==> config.mk <==
export PLATFORM = sky130hd
export DESIGN_NAME = fp_pack
export DESIGN_NICKNAME = d
export VERILOG_FILES = /design/src/rtl/fp_pkg.sv /design/src/rtl/fp_round_rne.sv /design/src/rtl/fp_pack.sv
export SDC_FILE = /design/constraint.sdc
export NUM_CORES = 1
export LEC_CHECK = 0
export ABC_AREA = 1
export CAP_MARGIN = 20
export CORE_UTILIZATION = 35
export DETAILED_ROUTE_END_ITERATION = 8
export GPL_TIMING_DRIVEN = 0
export HOLD_SLACK_MARGIN = 0.02
export SYNTH_ARGS = -nofsm -noshare
export SYNTH_HDL_FRONTEND = slang
export SYNTH_HIERARCHICAL = 1
export SYNTH_SLANG_ARGS = --single-unit
==> constraint.sdc <==
create_clock -name clk -period 3.3 [get_ports clk]
set_input_delay 0.33 -clock clk [delete_from_list [all_inputs] [get_ports clk]]
set_output_delay 0.33 -clock clk [all_outputs]
set_load 0.05 [all_outputs]
==> src/rtl/fp_pkg.sv <==
// fp_pkg: shared constants and state encoding for the binary32 pack stage.
//   EXP_W/FRAC_W : field widths of the packed word
//   BIAS/EXP_MAX : exponent bias and the reserved all-ones exponent
//   QNAN         : canonical quiet NaN emitted for any NaN input
package fp_pkg;
  localparam int EXP_W   = 8;
  localparam int FRAC_W  = 23;
  localparam int BIAS    = 127;
  localparam int EXP_MAX = 255;
  localparam logic [31:0] QNAN = 32'h7FC0_0000;

  typedef enum logic [1:0] {IDLE, NORM, ROUND, DONE} state_t;
endpackage

==> src/rtl/fp_round_rne.sv <==
// fp_round_rne: combinational round-to-nearest-even on a normalised mantissa.
//   man     : [26] overflow, [25] hidden, [24:2] fraction, [1] guard, [0] sticky
//   exp     : signed biased exponent before rounding
//   frac    : rounded 23-bit fraction
//   exp_out : exponent after any rounding renormalisation
//   carry   : rounding increment overflowed the 23-bit fraction
//   inexact : guard or sticky was set
module fp_round_rne
  import fp_pkg::*;
(
  input  logic [26:0]        man,
  input  logic signed [9:0]  exp,
  output logic [FRAC_W-1:0]  frac,
  output logic signed [9:0]  exp_out,
  output logic               carry,
  output logic               inexact
);
  logic inc;

  always_comb begin
    inc     = man[1] & (man[0] | man[2]);
    frac    = man[24:2] + {{(FRAC_W-1){1'b0}}, inc};
    carry   = inc & (&man[24:2]);
    // With the hidden bit set, a fraction carry means 10.000..; shift right
    // (fraction already wraps to zero) and bump the exponent. With the hidden
    // bit clear the carry simply becomes the new hidden bit.
    exp_out = exp + {9'd0, carry & (man[26] | man[25])};
    inexact = man[1] | man[0];
  end
endmodule

==> src/rtl/fp_pack.sv <==
// fp_pack: normalise, round (RNE) and pack a sign/exponent/mantissa result
// into an IEEE-754 binary32 word. One operation in flight, valid/ready on
// both sides.
//   clk, rst                       : clock, async active-high reset
//   in_valid/in_ready              : input handshake (ready only in IDLE)
//   in_sign, in_exp, in_man        : unnormalised result (exp signed, biased)
//   in_zero, in_inf, in_nan        : special-value flags (nan > inf > zero)
//   out_valid/out_ready            : output handshake
//   out_word                       : packed binary32 result
//   out_ovf, out_unf, out_inexact  : status flags, valid with out_valid
// Build option: define FP_PACK_DENORM_EN to produce subnormal results instead
// of flushing tiny results to zero.
module fp_pack
  import fp_pkg::*;
#(
  parameter int unsigned MAX_SHIFT = 26
) (
  input  logic        clk,
  input  logic        rst,
  input  logic        in_valid,
  output logic        in_ready,
  input  logic        in_sign,
  input  logic [9:0]  in_exp,
  input  logic [26:0] in_man,
  input  logic        in_zero,
  input  logic        in_inf,
  input  logic        in_nan,
  output logic        out_valid,
  input  logic        out_ready,
  output logic [31:0] out_word,
  output logic        out_ovf,
  output logic        out_unf,
  output logic        out_inexact
);
  localparam int unsigned SH_W = $clog2(MAX_SHIFT + 1);
  localparam logic [SH_W-1:0] SH_MAX = SH_W'(MAX_SHIFT);

  state_t             state, state_nx;
  logic               sign_q, sign_d;
  logic signed [9:0]  exp_q, exp_d;
  logic [26:0]        man_q, man_d, man_shr;
  logic [SH_W-1:0]    shifts_q, shifts_d;
  logic               zero_q, zero_d;
  logic [31:0]        word_q, word_d;
  logic               ovf_q, ovf_d, unf_q, unf_d, inx_q, inx_d;

  logic [FRAC_W-1:0]  r_frac;
  logic signed [9:0]  r_exp;
  logic               r_carry, r_inexact, hid_post;

  fp_round_rne u_round (
    .man     (man_q),
    .exp     (exp_q),
    .frac    (r_frac),
    .exp_out (r_exp),
    .carry   (r_carry),
    .inexact (r_inexact)
  );

  always_ff @(posedge clk or posedge rst) begin
    if (rst) begin
      state    <= IDLE;
      sign_q   <= 1'b0;
      exp_q    <= '0;
      man_q    <= '0;
      shifts_q <= '0;
      zero_q   <= 1'b0;
      word_q   <= '0;
      ovf_q    <= 1'b0;
      unf_q    <= 1'b0;
      inx_q    <= 1'b0;
    end else begin
      state    <= state_nx;
      sign_q   <= sign_d;
      exp_q    <= exp_d;
      man_q    <= man_d;
      shifts_q <= shifts_d;
      zero_q   <= zero_d;
      word_q   <= word_d;
      ovf_q    <= ovf_d;
      unf_q    <= unf_d;
      inx_q    <= inx_d;
    end
  end

  always_comb begin
    state_nx = state;
    sign_d   = sign_q;
    exp_d    = exp_q;
    man_d    = man_q;
    shifts_d = shifts_q;
    zero_d   = zero_q;
    word_d   = word_q;
    ovf_d    = ovf_q;
    unf_d    = unf_q;
    inx_d    = inx_q;
    // Right shift by one with the dropped bit folded into sticky.
    man_shr  = {1'b0, man_q[26:2], man_q[1] | man_q[0]};
    hid_post = man_q[25] | r_carry;

    case (state)
      IDLE: begin
        if (in_valid) begin
          sign_d   = in_sign;
          exp_d    = $signed(in_exp);
          man_d    = in_man;
          shifts_d = '0;
          zero_d   = 1'b0;
          ovf_d    = 1'b0;
          unf_d    = 1'b0;
          inx_d    = 1'b0;
          state_nx = DONE;
          if (in_nan)       word_d = QNAN;
          else if (in_inf)  word_d = {in_sign, 8'hFF, 23'd0};
          else if (in_zero) word_d = {in_sign, 31'd0};
          else              state_nx = NORM;
        end
      end
      NORM: begin
        if (man_q == '0) begin
          zero_d   = 1'b1;
          state_nx = ROUND;
        end else if (man_q[26]) begin
          man_d = man_shr;
          exp_d = exp_q + 10'sd1;
`ifdef FP_PACK_DENORM_EN
        end else if (exp_q < 10'sd1) begin
          man_d = man_shr;
          exp_d = exp_q + 10'sd1;
`endif
        end else if (!man_q[25] && exp_q > 10'sd1 && shifts_q < SH_MAX) begin
          man_d    = {man_q[25:0], 1'b0};
          exp_d    = exp_q - 10'sd1;
          shifts_d = shifts_q + SH_W'(1);
        end else begin
          state_nx = ROUND;
        end
      end
      ROUND: begin
        state_nx = DONE;
        if (zero_q) begin
          word_d = {sign_q, 31'd0};
        end else if (r_exp >= 10'sd255) begin
          word_d = {sign_q, 8'hFF, 23'd0};
          ovf_d  = 1'b1;
          inx_d  = 1'b1;
`ifdef FP_PACK_DENORM_EN
        end else if (!hid_post) begin
          word_d = {sign_q, 8'h00, r_frac};
          unf_d  = r_inexact;
          inx_d  = r_inexact;
`else
        end else if (exp_q < 10'sd1 || !hid_post) begin
          word_d = {sign_q, 31'd0};
          unf_d  = 1'b1;
          inx_d  = 1'b1;
`endif
        end else begin
          word_d = {sign_q, r_exp[7:0], r_frac};
          inx_d  = r_inexact;
        end
      end
      DONE: begin
        if (out_ready) state_nx = IDLE;
      end
      default: state_nx = IDLE;
    endcase
  end

  assign in_ready    = (state == IDLE);
  assign out_valid   = (state == DONE);
  assign out_word    = word_q;
  assign out_ovf     = ovf_q;
  assign out_unf     = unf_q;
  assign out_inexact = inx_q;
endmodule
==> flow_metrics.py, run 1 <==
metrics = {
    "synthesis": {
        "ys_ff_latch": 81,
        "synth_cells": 901,
        "ys_types": 39,
        "yosys_warnings": 6,
        "yosysSeqAreaShare": 0.347,
        "synth.net_count": 958,
        "synth_edf_count": 0,
        "synth-main-ff-cell": "dfrtp_1",
        "synthesis.area_um2": 5840,
        "syn-mean-instance-area_um2": 6.48,
        "async_flop_share": 1.00,
    },
    "worst_setup_path": {
        "path_max_fanout": 10,
        "cp_cell_sequence": "nand2_1 -> nor2_1 -> nand2_1 -> nor2_1 -> nand3_1 -> nor2_1 -> ha_1 -> ha_1 -> inv_1 -> nor2_2 -> nand3_1 -> xnor2_2 -> nand2_1 -> nor2_1 -> nand2_1 -> nand2_1 -> nand2_1 -> nand2_1 -> nor2_4 -> buf_4 -> nand3_1 -> nand2_1",
        "critPathMaxStageDelay_ns": 0.41,
        "cp_slowest_cell": "dfrtp_2",
        "cp.required_ns": 3.59,
        "crit_top_cell": "nand2_1",
        "critPathLaunchType": "flop",
        "crit_buf_inv": 2,
        "critPathTopFamily": "simple AND/OR/NAND/NOR gates",
        "cp.arrival_ns": 3.28,
        "cp-end-kind": "flop",
        "path_class": "flop to flop",
    },
    "routing": {
        "wl_met2_um": 6930,
        "topRoutingLayerUsed": "met4",
        "via_count": 5666,
        "wl_met1_um": 7940,
        "wl_met3_um": 599,
        "avgRoutedWirePerCell_um": 12.8,
        "drt-total-wl_um": 15700,
        "first_pass_iters": 6,
        "remaining_drc_errors": 0,
        "detail-route-antenna-nets": 0,
        "avgViaCountPerCell": 4.63,
        "first_iter_violations": 500,
    },
    "power": {
        "p_comb_frac": 0.549,
        "switching_power_mw": 3.56,
        "internal_power_mw": 3.59,
        "seqPwrFrac": 0.273,
        "power.density_nw_per_um2": 963,
        "p_leak_nw": 3.85,
        "switching_share": 0.498,
        "max-vdd-ir-drop_uv": 403,
        "clock_power_share": 0.178,
    },
    "floorplan": {
        "die_x_um": 131,
        "io_pins": 82,
        "num_rows": 46,
        "start_util": 0.363,
        "core_um2": 16100,
        "fp.dieH_um": 131,
        "die-area_um2": 17200,
    },
    "timing": {
        "rsz0062_at_grt": "yes",
        "maxSlewViolCount": 0,
        "worst_slew_pin_slew_ns": 0.585,
        "finalHoldViolCount": 0,
        "period_minus_slack_ns": 2.99,
        "setup_ws_ns": 0.308,
        "min_period_over_period": 0.907,
        "clock.fmax_ghz": 0.334,
        "skew_ns": 0.00900,
        "slew_headroom": 0.609,
        "setup_viol": 0,
    },
    "clock_network": {
        "clkSinkCount": 81,
        "clock_path_buffers": 2,
        "cts_htree_levels": 3,
        "numCtsBuffers": 9,
        "clk_pin_slew_ns": 0.07,
        "cts_hold_buffers": 0,
        "cts_tree": "built",
        "cts-root-buf": "clkbuf_16",
        "clkLatencyLatePin_ns": 0.35,
    },
    "global_routing": {
        "grt_pass1_wl_um": 26500,
        "grt_max_degree": 45,
        "antenna_found_initial": 0,
        "grtUsageTotal": 0.191,
        "grt-ovfl-total": 0,
        "first_global_vias": 5263,
    },
    "placed_design": {
        "dp_cells": 1199,
        "gp_congestion": 0.863,
        "place_area_um2": 6950,
        "portBuffers": 81,
        "dpl_worst_slack_ns": 0.0585,
        "hpwl_um": 11800,
    },
    "layout": {
        "layout-drive-gt1-share": 0.0933,
        "area_delta_synth_final_pct": 27.1,
        "mostFrequentLayoutCells": "nand2_1, nor2_1, inv_1",
        "nNetsFinal": 1059,
        "stdcell_count": 1223,
        "final_common_cell": "nand2_1",
        "antenna_cells": 0,
        "fin_area_um2": 7420,
    },
    "min_path": {
        "hp-class": "primary input to asynchronous set/reset pin",
    },
    "job": {
        "maxCapViolCount": 0,
    },
    "status": {
        "status": "completed",
    },
}
[final timing paths]
kind / startpoint / endpoint / slack [ns] / depth (start not counted)
setup / recovery: man_q[11] / out_word[2] / 0.31 / 22
hold / removal: rst / out_word[20] / 0.38 / 2
setup reg to reg: man_q[11] / out_word[2] / 0.31 / 22
hold reg to reg: out_word[8] / out_word[8] / 0.47 / 2
max in group asynchronous: rst / man_q[4] / 2.32 / 3
min in group clk: out_word[8] / out_word[8] / 0.47 / 2
[Yosys cell counts, types with 3 or more instances]
cell type / number / share of area
a21oi_1: 13 / 0.011
or2_2: 4 / 0.0043
nor2_4: 8 / 0.015
o21ai_0: 37 / 0.032
nor2_1: 106 / 0.068
dfrtp_1: 81 / 0.35
ha_1: 12 / 0.026
clkbuf_1: 7 / 0.0045
inv_2: 3 / 0.0019
nand2_2: 3 / 0.0032
nor3_1: 4 / 0.0034
nand2_1: 381 / 0.25
inv_1: 93 / 0.060
nand3_1: 61 / 0.052
buf_1: 8 / 0.0051
nand3b_1: 8 / 0.010
nor2_2: 6 / 0.0064
buf_4: 4 / 0.0051
xnor2_1: 10 / 0.015
buf_2: 5 / 0.0043
xor2_1: 17 / 0.026
buf_6: 3 / 0.0058
nand2_4: 5 / 0.0096
[what timing repair did]
| action | in CTS | in global routing |
|---|---|---|
| setup buffers | 0 | 8 |
| endpoints found under the setup margin | 0 | 34 |
| gates resized for setup | 0 | 19 |
| endpoints found under the hold margin | 0 | 0 |
[area by class of cell]
type	count	area (um^2)
plain buffers	30	184
clock buffers	10	239
multi-input cells	694	3280
repair buffers	90	898
well taps	216	270
flip-flops and latches	81	2040
clock inverters	6	138
fillers	1681	8640
inverters	96	363
[worst register-to-register path: stages, from the launching register on]
cell and delay [ns]:
dfrtp_2 0.41, nand2_1 0.10, nor2_1 0.16, nand2_1 0.11, nor2_1 0.09, nand3_1 0.11, nor2_1 0.12, ha_1 0.20
ha_1 0.19, inv_1 0.06, nor2_2 0.16, nand3_1 0.13, xnor2_2 0.17, nand2_1 0.07, nor2_1 0.04, nand2_1 0.05
nand2_1 0.05, nand2_1 0.07, nand2_1 0.08, nor2_4 0.18, buf_4 0.20, nand3_1 0.09, nand2_1 0.09
[cell families after synthesis]
family / synth area share
xor+xnor: 0.0405
simple gates: 0.438
fa+ha+maj: 0.0257
buf+inv: 0.0930
flops: 0.347
compound gates: 0.0538
mux: 0.00171
[state kept, by name, indices dropped and copies added (netlist names)]
register / cells
exp_q: 10
sign_q: 1
shifts_q: 5
zero_q: 1
out_inexact: 1
state: 2
out_word: 32
out_unf: 1
out_ovf: 1
man_q: 27
[power by group through the flow]
| stage | sequential (mW) | combinational (mW) | clock (mW) |
|---|---|---|---|
| after floorplan | 2.16 | 2.48 | 0 |
| after global placement | 1.95 | 3.79 | 0 |
| after detailed placement | 1.95 | 3.83 | 0 |
| after CTS | 1.94 | 3.86 | 1.30 |
| after global routing | 2.02 | 4.41 | 1.33 |
| final | 1.95 | 3.92 | 1.27 |
[routing by layer]
metal  track usage  vias up
li1              -     2972
met1         0.271     2567
met4        0.0582        0
met5             0        -
met2         0.299      115
met3        0.0262       12
[through the flow]
step,TNS (ns),hold WS [ns],util,power [mW]
detailed placement,0,0.465,0.433,5.78
CTS,0,0.390,0.456,7.09
finish,0,0.378,0.462,7.14
global placement,-48.77,0.467,0.431,5.74
floorplan,0,0.453,-,4.64
global route,-0.214,0.434,0.462,7.76
(Power assumes the default switching activity.)
==> run 2: changes to the inputs <==
--- a/config.mk
+++ b/config.mk
@@ -9,8 +9,8 @@
 export CAP_MARGIN = 20
 export CORE_UTILIZATION = 35
 export DETAILED_ROUTE_END_ITERATION = 8
+export GPL_ROUTABILITY_DRIVEN = 0
 export GPL_TIMING_DRIVEN = 0
-export HOLD_SLACK_MARGIN = 0.02
 export SYNTH_ARGS = -nofsm -noshare
 export SYNTH_HDL_FRONTEND = slang
 export SYNTH_HIERARCHICAL = 1
==> results of run 2 <==
The final DEF is identical to that of run 1; final timing and power are the same.
